$ cat config.mk
export PLATFORM = sky130hd
export DESIGN_NAME = subtrator_serial_flat
export DESIGN_NICKNAME = d
export VERILOG_FILES = /design/src/rtl/subtrator_serial_if.sv /design/src/rtl/subtrator_serial.sv /design/src/flat_wrapper.sv
export SDC_FILE = /design/constraint.sdc
export NUM_CORES = 1
export LEC_CHECK = 0
export ABC_AREA = 0
export CAP_MARGIN = 10
export CORE_MARGIN = 4
export CORE_UTILIZATION = 53
export CTS_BUF_LIST = sky130_fd_sc_hd__clkbuf_16
export DETAILED_ROUTE_END_ITERATION = 10
export GPL_TIMING_DRIVEN = 0
export PLACE_DENSITY = 0.9
export SETUP_SLACK_MARGIN = 0.02
export SLEW_MARGIN = 10
export SYNTH_ARGS = -nofsm -noshare
export SYNTH_HDL_FRONTEND = slang
export SYNTH_SLANG_ARGS = --single-unit
$ cat constraint.sdc
create_clock -name clk -period 2.65 [get_ports clk]
set_input_delay 0.53 -clock clk [delete_from_list [all_inputs] [get_ports clk]]
set_output_delay 0.53 -clock clk [all_outputs]
set_load 0.005 [all_outputs]
$ cat src/rtl/subtrator_serial_if.sv
// Handshake and operand/result bundle for the bit-serial subtractor.
interface subtrator_serial_if #(
  parameter int unsigned WIDTH = 8
);
  logic             start;
  logic [WIDTH-1:0] a;
  logic [WIDTH-1:0] b;
  logic             bin;
  logic             busy;
  logic             done;
  logic [WIDTH-1:0] diff;
  logic             bout;

  // Requester side: issues operands, observes status and result.
  modport master (
    output start, a, b, bin,
    input  busy, done, diff, bout
  );

  // Subtractor side: consumes operands, produces status and result.
  modport slave (
    input  start, a, b, bin,
    output busy, done, diff, bout
  );
endinterface

$ cat src/rtl/subtrator_serial.sv
// Bit-serial subtractor: a - b - bin, LSB first, one bit per clock.

// 1-bit full-subtractor cell.
module subtrator_serial_cell (
  input  logic a,
  input  logic b,
  input  logic cin,
  output logic s,
  output logic cout
);
  // Difference bit and borrow-out.
  always_comb begin
    s    = a ^ b ^ cin;
    cout = (~a & b) | (~(a ^ b) & cin);
  end
endmodule

module subtrator_serial #(
  parameter int unsigned WIDTH = 8
) (
  input  logic                clk,
  input  logic                rst_n,
  subtrator_serial_if.slave   bus
);
  localparam int unsigned CW = $clog2(WIDTH) + 1;

  typedef enum logic [1:0] {
    IDLE = 2'd0,
    RUN  = 2'd1,
    DONE = 2'd2
  } state_t;

  state_t           state;
  logic [WIDTH-1:0] opa;
  logic [WIDTH-1:0] opb;
  logic             brw;
  logic [CW-1:0]    cnt;
  logic             busy;
  logic             done;
  logic [WIDTH-1:0] diff;
  logic             bout;
  logic             cell_s;
  logic             cell_cout;

  subtrator_serial_cell u_cell (
    .a    (opa[0]),
    .b    (opb[0]),
    .cin  (brw),
    .s    (cell_s),
    .cout (cell_cout)
  );

  // Control FSM with datapath shift registers and registered outputs.
  always_ff @(posedge clk or negedge rst_n) begin
    if (!rst_n) begin
      state <= IDLE;
      opa   <= '0;
      opb   <= '0;
      brw   <= 1'b0;
      cnt   <= '0;
      busy  <= 1'b0;
      done  <= 1'b0;
      diff  <= '0;
      bout  <= 1'b0;
    end else begin
      case (state)
        IDLE: begin
          done <= 1'b0;
          if (bus.start) begin
            opa   <= bus.a;
            opb   <= bus.b;
            brw   <= bus.bin;
            cnt   <= '0;
            diff  <= '0;
            busy  <= 1'b1;
            state <= RUN;
          end
        end
        RUN: begin
          opa  <= opa >> 1;
          opb  <= opb >> 1;
          diff <= {cell_s, diff[WIDTH-1:1]};
          brw  <= cell_cout;
          cnt  <= cnt + CW'(1);
          // Last bit processed: publish borrow and leave RUN.
          if (cnt == CW'(WIDTH - 1)) begin
            bout  <= cell_cout;
            busy  <= 1'b0;
            done  <= 1'b1;
            state <= DONE;
          end
        end
        DONE: begin
          done  <= 1'b0;
          state <= IDLE;
        end
        default: begin
          busy  <= 1'b0;
          done  <= 1'b0;
          state <= IDLE;
        end
      endcase
    end
  end

  // Drive the registered results onto the bus.
  assign bus.busy = busy;
  assign bus.done = done;
  assign bus.diff = diff;
  assign bus.bout = bout;
endmodule

$ cat src/flat_wrapper.sv
// flat-port wrapper written by rule: the top's interface ports become plain ports
module subtrator_serial_flat 
#(
  parameter int unsigned WIDTH = 8
)
  (clk, rst_n, bus_start, bus_a, bus_b, bus_bin, bus_busy, bus_done, bus_diff, bus_bout);
  subtrator_serial_if #(.WIDTH(WIDTH)) bus_i ();
  input  logic clk;
  input  logic rst_n;
  input wire logic [$bits(bus_i.start)-1:0] bus_start;
  input wire logic [$bits(bus_i.a)-1:0] bus_a;
  input wire logic [$bits(bus_i.b)-1:0] bus_b;
  input wire logic [$bits(bus_i.bin)-1:0] bus_bin;
  output wire logic [$bits(bus_i.busy)-1:0] bus_busy;
  output wire logic [$bits(bus_i.done)-1:0] bus_done;
  output wire logic [$bits(bus_i.diff)-1:0] bus_diff;
  output wire logic [$bits(bus_i.bout)-1:0] bus_bout;
  assign bus_i.start = bus_start;
  assign bus_i.a = bus_a;
  assign bus_i.b = bus_b;
  assign bus_i.bin = bus_bin;
  assign bus_busy = bus_i.busy;
  assign bus_done = bus_i.done;
  assign bus_diff = bus_i.diff;
  assign bus_bout = bus_i.bout;
  subtrator_serial #(.WIDTH(WIDTH)) u_core (.clk(clk), .rst_n(rst_n), .bus(bus_i));
endmodule
Yosys cells after proc, flatten, opt, wreduce, memory -nomap -nowiden
Index checks and enable logic that the tools add are counted.

word-level totals
  flip-flop bits (word level) = 34
  logic and storage cells = 47
  output and inout bits = 11
  input port bits = 20

cells by class
  multiplexer cells = 18
  add/sub/neg operators = 1
  equal/unequal tests = 5
  reductions and logical operators = 6
  bitwise gates (word level) = 8

operators with widths
  cell                                                   number
  one-hot mux 8 bit (2 select lines)                     3
  2-to-1 mux 8 bit                                       3
  one-hot mux 4 bit (2 select lines)                     1
  AND reduction 2 bit                                    3
  2-to-1 mux 1 bit                                       5
  adder 4 x 1 -> 4 bit, second input constant            1
  == test 4 x 3 -> 1 bit, second input constant          1
  2-to-1 mux 2 bit                                       2
  2-to-1 mux 4 bit                                       1
  one-hot mux 2 bit (2 select lines)                     1
  NOT 1 bit                                              3
  one-hot mux 1 bit (3 select lines)                     1
  AND reduction 3 bit                                    1
  bitwise AND 1 bit                                      2
  == test 2 x 1 -> 1 bit, second input constant          1
  == test 2 bit, second input constant                   1
  logical NOT 2 bit                                      1
  inequality test 2 x 1 -> 1 bit, second input constant  1
  inequality test 2 bit, second input constant           1
  one-hot mux 1 bit (2 select lines)                     1
  nonzero test 2 bit                                     1
  bitwise XOR 1 bit                                      2
  bitwise OR 1 bit                                       1

Depth between registers and ports, before layout
Gate-level depths: netlist of the first run.

  depth in word-level cells = 5
  gate-level depth with buffers = 5
  depth with buffers taken out = 5

Cells and area by module
A second synthesis of the first run with hierarchy kept.

second synthesis, totals
  cell total of the unflattened synthesis = 147
  area, all modules = 1,589.0 µm²

by module, submodules not included
  module                 cells an instance  area an instance (µm²)  sequential area each (µm²)  times used
  subtrator_serial       143                1,557.7                 850.8                       1
  subtrator_serial_cell  4                  31.3                    0.0                         1

Least setup slack after synthesis of the first run
OpenSTA, ideal clock, no wires.

  path kind = reg2reg
  start = register u_core.cnt[0]
  end = register u_core.bout, in the netlist u_core.bus.bout
  cell stages (with the launch flop) = 5
  path slack = 1.442 ns
  period minus slack after synthesis = 1.208 ns
  path buffers = 0
  required time = 2.526 ns
  arrival time = 1.084 ns
  library setup time = 0.124 ns
  cells stage by stage = dfrtp_1 > ha_1 > and3b_1 > and2_1 > mux2i_1

on the way
  cells in the longest elaborated chain, start to end = 2

RTL lines
  what                                  RTL line                text
  from (decl)                           subtrator_serial.sv:37  logic [CW-1:0] cnt;
  from (signal assigned)                subtrator_serial.sv:84  cnt <= cnt + CW'(1);
  == test 4 x 3 -> 1 bit                subtrator_serial.sv:86  if (cnt == CW'(WIDTH - 1)) begin
  AND reduction 2 bit (no source line)  --
  to (signal assigned)                  subtrator_serial.sv:87  bout <= cell_cout;
  to (decl)                             subtrator_serial.sv:41  logic bout;

No other way between the ends.
A chain may end at the register's enable or synchronous reset.

Worst setup path after layout of the first run
  start = input bus_start
  end = register u_core.opb[6]

on the way
  cells in the longest elaborated chain, start to end = 2

RTL lines
  what                                    RTL line                text
  from (decl)                             flat_wrapper.sv:10      input wire logic [$bits(bus_i.start)-1:0] bus_start;
  inequality test 2 bit (no source line)  --
  AND reduction 2 bit (no source line)    --
  to (signal assigned)                    subtrator_serial.sv:71  opb <= bus.b;
  to (signal assigned)                    subtrator_serial.sv:81  opb <= opb >> 1;
  to (decl)                               subtrator_serial.sv:35  logic [WIDTH-1:0] opb;

No other way between the ends.

==> run_results.csv, run 1 <==
group,metric,value,unit
status,status,"finished clean",
synthesis,synth_top_family_by_area,"compound AO/OA/AOI/OAI gates",
place,place_ws,0.606,ns
clock_tree,post-cts-setup-buffers,0,
synthesis,synthSimpleGateAreaFrac,0.0909,
setup_path,start_kind,"primary input",
sta,period_minus_slack,1.77,ns
sta,hold_ws,0.317,ns
finish,final_common_cell,"dfrtp_1",
place,place_inst,187,
sta,finalMaxSlewViolations,0,
die,core_region_area,2540,sq um
die,die_x,60.2,um
pwr,leakage,0.841,nW
finish,drive_gt1_frac,0.0982,
finish,layout_common_cells,"34 x dfrtp_1, 29 x clkdlybuf4s50_1, 15 x nand2_1",
synthesis,synth-adder-area-share,0.0225,
clock_tree,cts_root_buf,"clkbuf_16",
pwr,ir_drop,932,uV
synthesis,synth-seq-cells,34,
sta,hold_viol_final,0,
clock_tree,cts_tree,"yes",
synthesis,syn_area,1450,sq um
pwr,p_per_area,1090,nW/um^2
clock_tree,post_cts_resized,0,
global_routing,overflow,0,
synthesis,seq_area_frac_synth,0.589,
synthesis,yosys_warnings,0,
global_routing,grt_pass1_vias,1231,
sta,tightest_slew,0.741,ns
die,die_h,60.2,um
drt,antenna_left,0,
sta,period_share,0.668,
global_routing,grtUsageTotal,0.214,
global_routing,grt_pass1_wl,5.52,mm
clock_tree,clockBufferDepth,2,
finish,area_growth,31.9,%
job,cap_viol_max_count,0,
synthesis,synth_compound_gate_area_share,0.237,
place,place_congestion,0.803,
sta,timing.fmax,0.565,GHz
global_routing,grt_max_degree,35,
clock_tree,cts_buffers,5,
clock_tree,clk_pin_slew,0.05,ns
synthesis,synth-xor-area-share,0,
die,dieArea,3630,sq um
drt,initialDrtViolationCount,52,
clock_tree,h-tree-depth,2,
setup_path,cp.required,2.83,ns
sta,setup_slack,0.881,ns
drt,drt-total-wl,3.27,mm
die,start_util,0.568,
place,hpwlAfterDp,2.25,mm
synthesis,yosysUniqueCellTypes,28,
setup_path,crit_fanout,10,
drt,drc,0,
clock_tree,cts.sinks,34,
sta,setup-violations-final,0,
synthesis,syn_inst,127,
sta,setup_tns,0,ns
clock_tree,clk_latency,0.28,ns
sta,clock-skew-final,0.00536,ns
die,std_cell_rows,18,
die,io-pin-count,31,
sta,slew_headroom,0.506,
hold_path,worstHoldPathType,"primary input to asynchronous set/reset pin",
drt,drt_pass1_iterations,4,
global_routing,antenna_found_initial,0,
drt,vias,1134,
finish,num-nets-final,186,
clock_tree,cts_hold_buf,0,
setup_path,path_class,"primary input to flop",
finish,diodes,0,
setup_path,cp.arrival,1.95,ns
drt,wl_per_cell,16.9,um
sta,rsz0062_at_grt,"false",
synthesis,postSynthAreaPerCell,11.4,sq um
synthesis,synth.area.mux_share,0.0147,
setup_path,crit_path_end_kind,"flop",
synthesis,syn_nets,149,
place,portBuffers,30,
drt,vias_per_cell,5.88,
finish,instances_no_fill,193,
report_power, final:
part	total, W	internal [W]	switching [W]
Combinational	0.000709	0.000397	0.000312
Sequential	0.000851	0.000713	0.000138
Clock	0.000519	0.000332	0.000187
Total	0.00208	0.00144	0.000636
sequential cells by signal, summed over array words and instances, names as in the netlist:
name / flops
u_core.opb: 8
u_core.state: 2
u_core.cnt: 4
u_core.bus.done: 1
u_core.opa: 8
u_core.bus.busy: 1
u_core.brw: 1
u_core.bus.diff: 8
u_core.bus.bout: 1
critical path, cell delays in order:
cell and delay, ns:
clkdlybuf4s50_1 0.53, nor2b_2 0.33, buf_4 0.24, a22oi_1 0.10, o21ai_0 0.21
final timing paths:
path	startpoint	endpoint	slack, ns	cells after the start
worst min-delay path	rst_n	u_core.bus.diff[6]$_DFFE_PN0P_	0.32	1
max in group asynchronous	rst_n	u_core.bus.diff[2]$_DFFE_PN0P_	1.86	1
worst max-delay path	bus_start	u_core.opb[6]$_DFFE_PN0P_	0.88	5
worst max register to register	u_core.state[0]$_DFFE_PN0P_	u_core.opb[6]$_DFFE_PN0P_	1.26	4
worst min register to register	u_core.opa[3]$_DFFE_PN0P_	u_core.opa[3]$_DFFE_PN0P_	0.48	2
min in group clk	u_core.opa[3]$_DFFE_PN0P_	u_core.opa[3]$_DFFE_PN0P_	0.48	2
metrics by stage:
| stage | util | total power (W) | area [sq um] |
|---|---|---|---|
| floorplan | - | 0.00126 | 1450 |
| global placement | 0.701 | 0.00152 | 1780 |
| detailed placement | 0.699 | 0.00157 | 1780 |
| CTS | 0.749 | 0.00210 | 1910 |
| global route | 0.749 | 0.00222 | 1910 |
| finish | 0.749 | 0.00208 | 1910 |
final cells by class:
type	instances	area [sq um]
sequential	34	851
tap	30	37.5
multi-input combinational	80	528
inverter	5	18.8
fill	179	638
timing repair buffer	30	295
buffer	8	47.5
clock buffer	5	125
clock inverter	1	3.75
per-layer routing:
layer  part of all wire  up-vias  wire length (um)  track usage
li1                   -      528                 -            -
met1               0.41      563              1340        0.231
met2               0.50       37              1640        0.378
met3              0.073        6               238       0.0734
met4              0.015        0                50       0.0854
met5                  0        -                 0            0
synthesized netlist by cell type (all sizes together):
library cell	count	share of area
clkbuf	2	0.0052
buf	6	0.028
ha	1	0.0087
and3b	2	0.012
mux2	1	0.0078
a21oi	3	0.010
a22oi	13	0.068
mux2i	1	0.0069
a31oi	1	0.0043
fa	1	0.014
a22o	12	0.073
o21ai	14	0.048
nand3	1	0.0035
nor2	3	0.0078
and2	1	0.0043
and2b	1	0.0052
dfrtp	34	0.59
o22ai	3	0.013
o21ba	1	0.0069
nand2b	1	0.0043
a41oi	1	0.0061
o21bai	1	0.0078
nand2	15	0.039
nor2b	3	0.015
inv	5	0.013
logic make-up after synthesis:
group	Yosys count
buf+inv	13
mux	2
flops	34
compound gates	49
simple gates	27
fa+ha+maj	2
Note: power is estimated with default switching activity, not from simulation.
==> run 2: changes to the inputs <==
--- a/config.mk
+++ b/config.mk
@@ -8,11 +8,11 @@
 export ABC_AREA = 0
 export CAP_MARGIN = 10
 export CORE_MARGIN = 4
-export CORE_UTILIZATION = 53
+export CORE_UTILIZATION = 44
 export CTS_BUF_LIST = sky130_fd_sc_hd__clkbuf_16
 export DETAILED_ROUTE_END_ITERATION = 10
 export GPL_TIMING_DRIVEN = 0
-export PLACE_DENSITY = 0.9
+export PLACE_DENSITY = 0.8
 export SETUP_SLACK_MARGIN = 0.02
 export SLEW_MARGIN = 10
 export SYNTH_ARGS = -nofsm -noshare
==> constraint.sdc (replaced) <==
create_clock -name clk -period 1.5 [get_ports clk]
set_input_delay 0.3 -clock clk [delete_from_list [all_inputs] [get_ports clk]]
set_output_delay 0.3 -clock clk [all_outputs]
set_load 0.005 [all_outputs]
==> run_results.csv, run 2 (synthesized netlist as in run 1, its figures left out) <==
group,metric,value,unit
status,status,"finished clean",
finish,num-fill-cells,265,
finish,reg.largest.list,"u_core.bus.diff: 8 flops, u_core.opa: 8 flops, u_core.opb: 8 flops",
sta,slew_headroom,0.519,
clock_tree,clk_latency,0.27,ns
sta,period_minus_slack,1.45,ns
die,dieArea,4270,sq um
drt,vias_per_cell,5.35,
finish,fin_area,2030,sq um
pwr,p_per_area,1940,nW/um^2
setup_path,cp_cell_sequence,"clkdlybuf4s50_1",
global_routing,grtUsageTotal,0.167,
setup_path,path_class,"flop to output port",
sta,setup_slack,0.0546,ns
finish,drive_gt1_frac,0.145,
drt,initialDrtViolationCount,59,
place,portBuffers,30,
sta,timing.fmax,0.692,GHz
setup_path,crit_family,"buffers and inverters",
sta,period_share,0.964,
die,core_region_area,3100,sq um
global_routing,grt_pass1_wl,5.35,mm
clock_tree,h-tree-depth,2,
clock_tree,cts_tree,"yes",
finish,layout_common_cells,"34 x dfrtp_1, 27 x clkdlybuf4s50_1, 15 x nand2_1",
setup_path,cp.required,1.20,ns
finish,area_growth,40.4,%
job,cap_viol_max_count,0,
drt,drt-total-wl,3.27,mm
place,hpwlAfterDp,2.22,mm
finish,num-nets-final,193,
setup_path,crit_fanout,3,
hold_path,worstHoldPathType,"primary input to asynchronous set/reset pin",
sta,finalMaxSlewViolations,0,
clock_tree,clk_pin_slew,0.05,ns
drt,antenna_left,0,
global_routing,grt_max_degree,35,
sta,hold_viol_final,0,
sta,setup_tns,0,ns
drt,drt_pass1_iterations,4,
global_routing,grt_pass1_vias,1121,
clock_tree,clockBufferDepth,2,
finish,final_common_cell,"dfrtp_1",
finish,diodes,0,
finish,instances_no_fill,216,
setup_path,cp_slowest_stage_delay,0.51,ns
place,place_ws,-0.296,ns
setup_path,crit_start,"u_core.bus.diff[3]$_DFFE_PN0P_",
clock_tree,cts_root_buf,"clkbuf_16",
drt,vias,1155,
setup_path,reg2reg_from,"u_core.cnt[0]$_DFFE_PN0P_",
die,start_util,0.466,
finish,final_core_util,0.654,
sta,tightest_slew,0.722,ns
sta,setup-violations-final,0,
pwr,ir_drop,1000,uV
die,die_x,65.3,um
clock_tree,cts_buffers,5,
sta,clock-skew-final,0.00554,ns
setup_path,cp_slowest_cell,"clkdlybuf4s50_1",
setup_path,start_kind,"flop",
setup_path,crit_buf_inv,1,
die,die_h,65.3,um
sta,rsz0062_at_grt,"false",
place,place_inst,201,
place,place_congestion,0.818,
global_routing,overflow,0,
clock_tree,cts_hold_buf,0,
setup_path,crit_path_end_kind,"output port",
setup_path,cp.arrival,1.15,ns
die,std_cell_rows,20,
place,placed_area,1800,sq um
drt,wl_per_cell,15.1,um
clock_tree,cts.sinks,34,
drt,drc,0,
global_routing,antenna_found_initial,0,
die,io-pin-count,31,
pwr,leakage,0.933,nW
run 2: cell count changes in the layout (fill, tap and decap cells not counted), sizes merged:
cell,delta
dlymetal6s2s,+2
clkdlybuf4s50,-2
inv,+2
buf,+7
clkinv,-1
bufinv,+1
run 2: per-layer routing:
metal	global-route usage	up-vias	wire length [um]
met5	0	-	0
met4	0.0466	0	34
met3	0.0564	4	223
met2	0.263	45	1670
met1	0.219	559	1350
li1	-	547	-
run 2: cell type report:
cell class	count	area (sq um)	area share
Buffer	8	48.8	0.0240
Clock buffer	5	125	0.0617
Clock inverter	3	37.5	0.0185
Inverter	5	18.8	0.00925
Multi-Input combinational cell	80	541	0.266
Sequential cell	34	851	0.419
Tap cell	44	55.1	0.0271
Timing Repair Buffer	37	353	0.174
run 2: per-stage QoR:
step / hold WS [ns] / total power, W
floorplan: 0.00441 / 0.00223
global placement: 0.461 / 0.00269
detailed placement: 0.410 / 0.00276
CTS: 0.111 / 0.00391
global route: 0.157 / 0.00420
finish: 0.0862 / 0.00394
run 2: power by group:
group          total [W]  internal (W)  switching [W]
logic            0.00134      0.000766       0.000579
registers        0.00150       0.00126       0.000237
clock network    0.00110      0.000769       0.000333
total            0.00394       0.00279        0.00115
run 2: worst paths after layout:
check                           slack (ns)  depth (start not counted)                              to
worst max register to register        0.17                          4     u_core.bus.bout$_DFFE_PN0P_
worst min-delay path                  0.09                          1  u_core.bus.diff[2]$_DFFE_PN0P_
worst max-delay path                  0.05                          1                     bus_diff[3]
max in group asynchronous             0.95                          1       u_core.opb[1]$_DFFE_PN0P_
worst min register to register        0.48                          2       u_core.opa[6]$_DFFE_PN0P_
min in group clk                      0.48                          2       u_core.opa[6]$_DFFE_PN0P_
run 2: what timing repair did:
action	in CTS	in global routing
setup endpoints to repair	2	11
gates resized for setup	1	5
buffers inserted	1	6
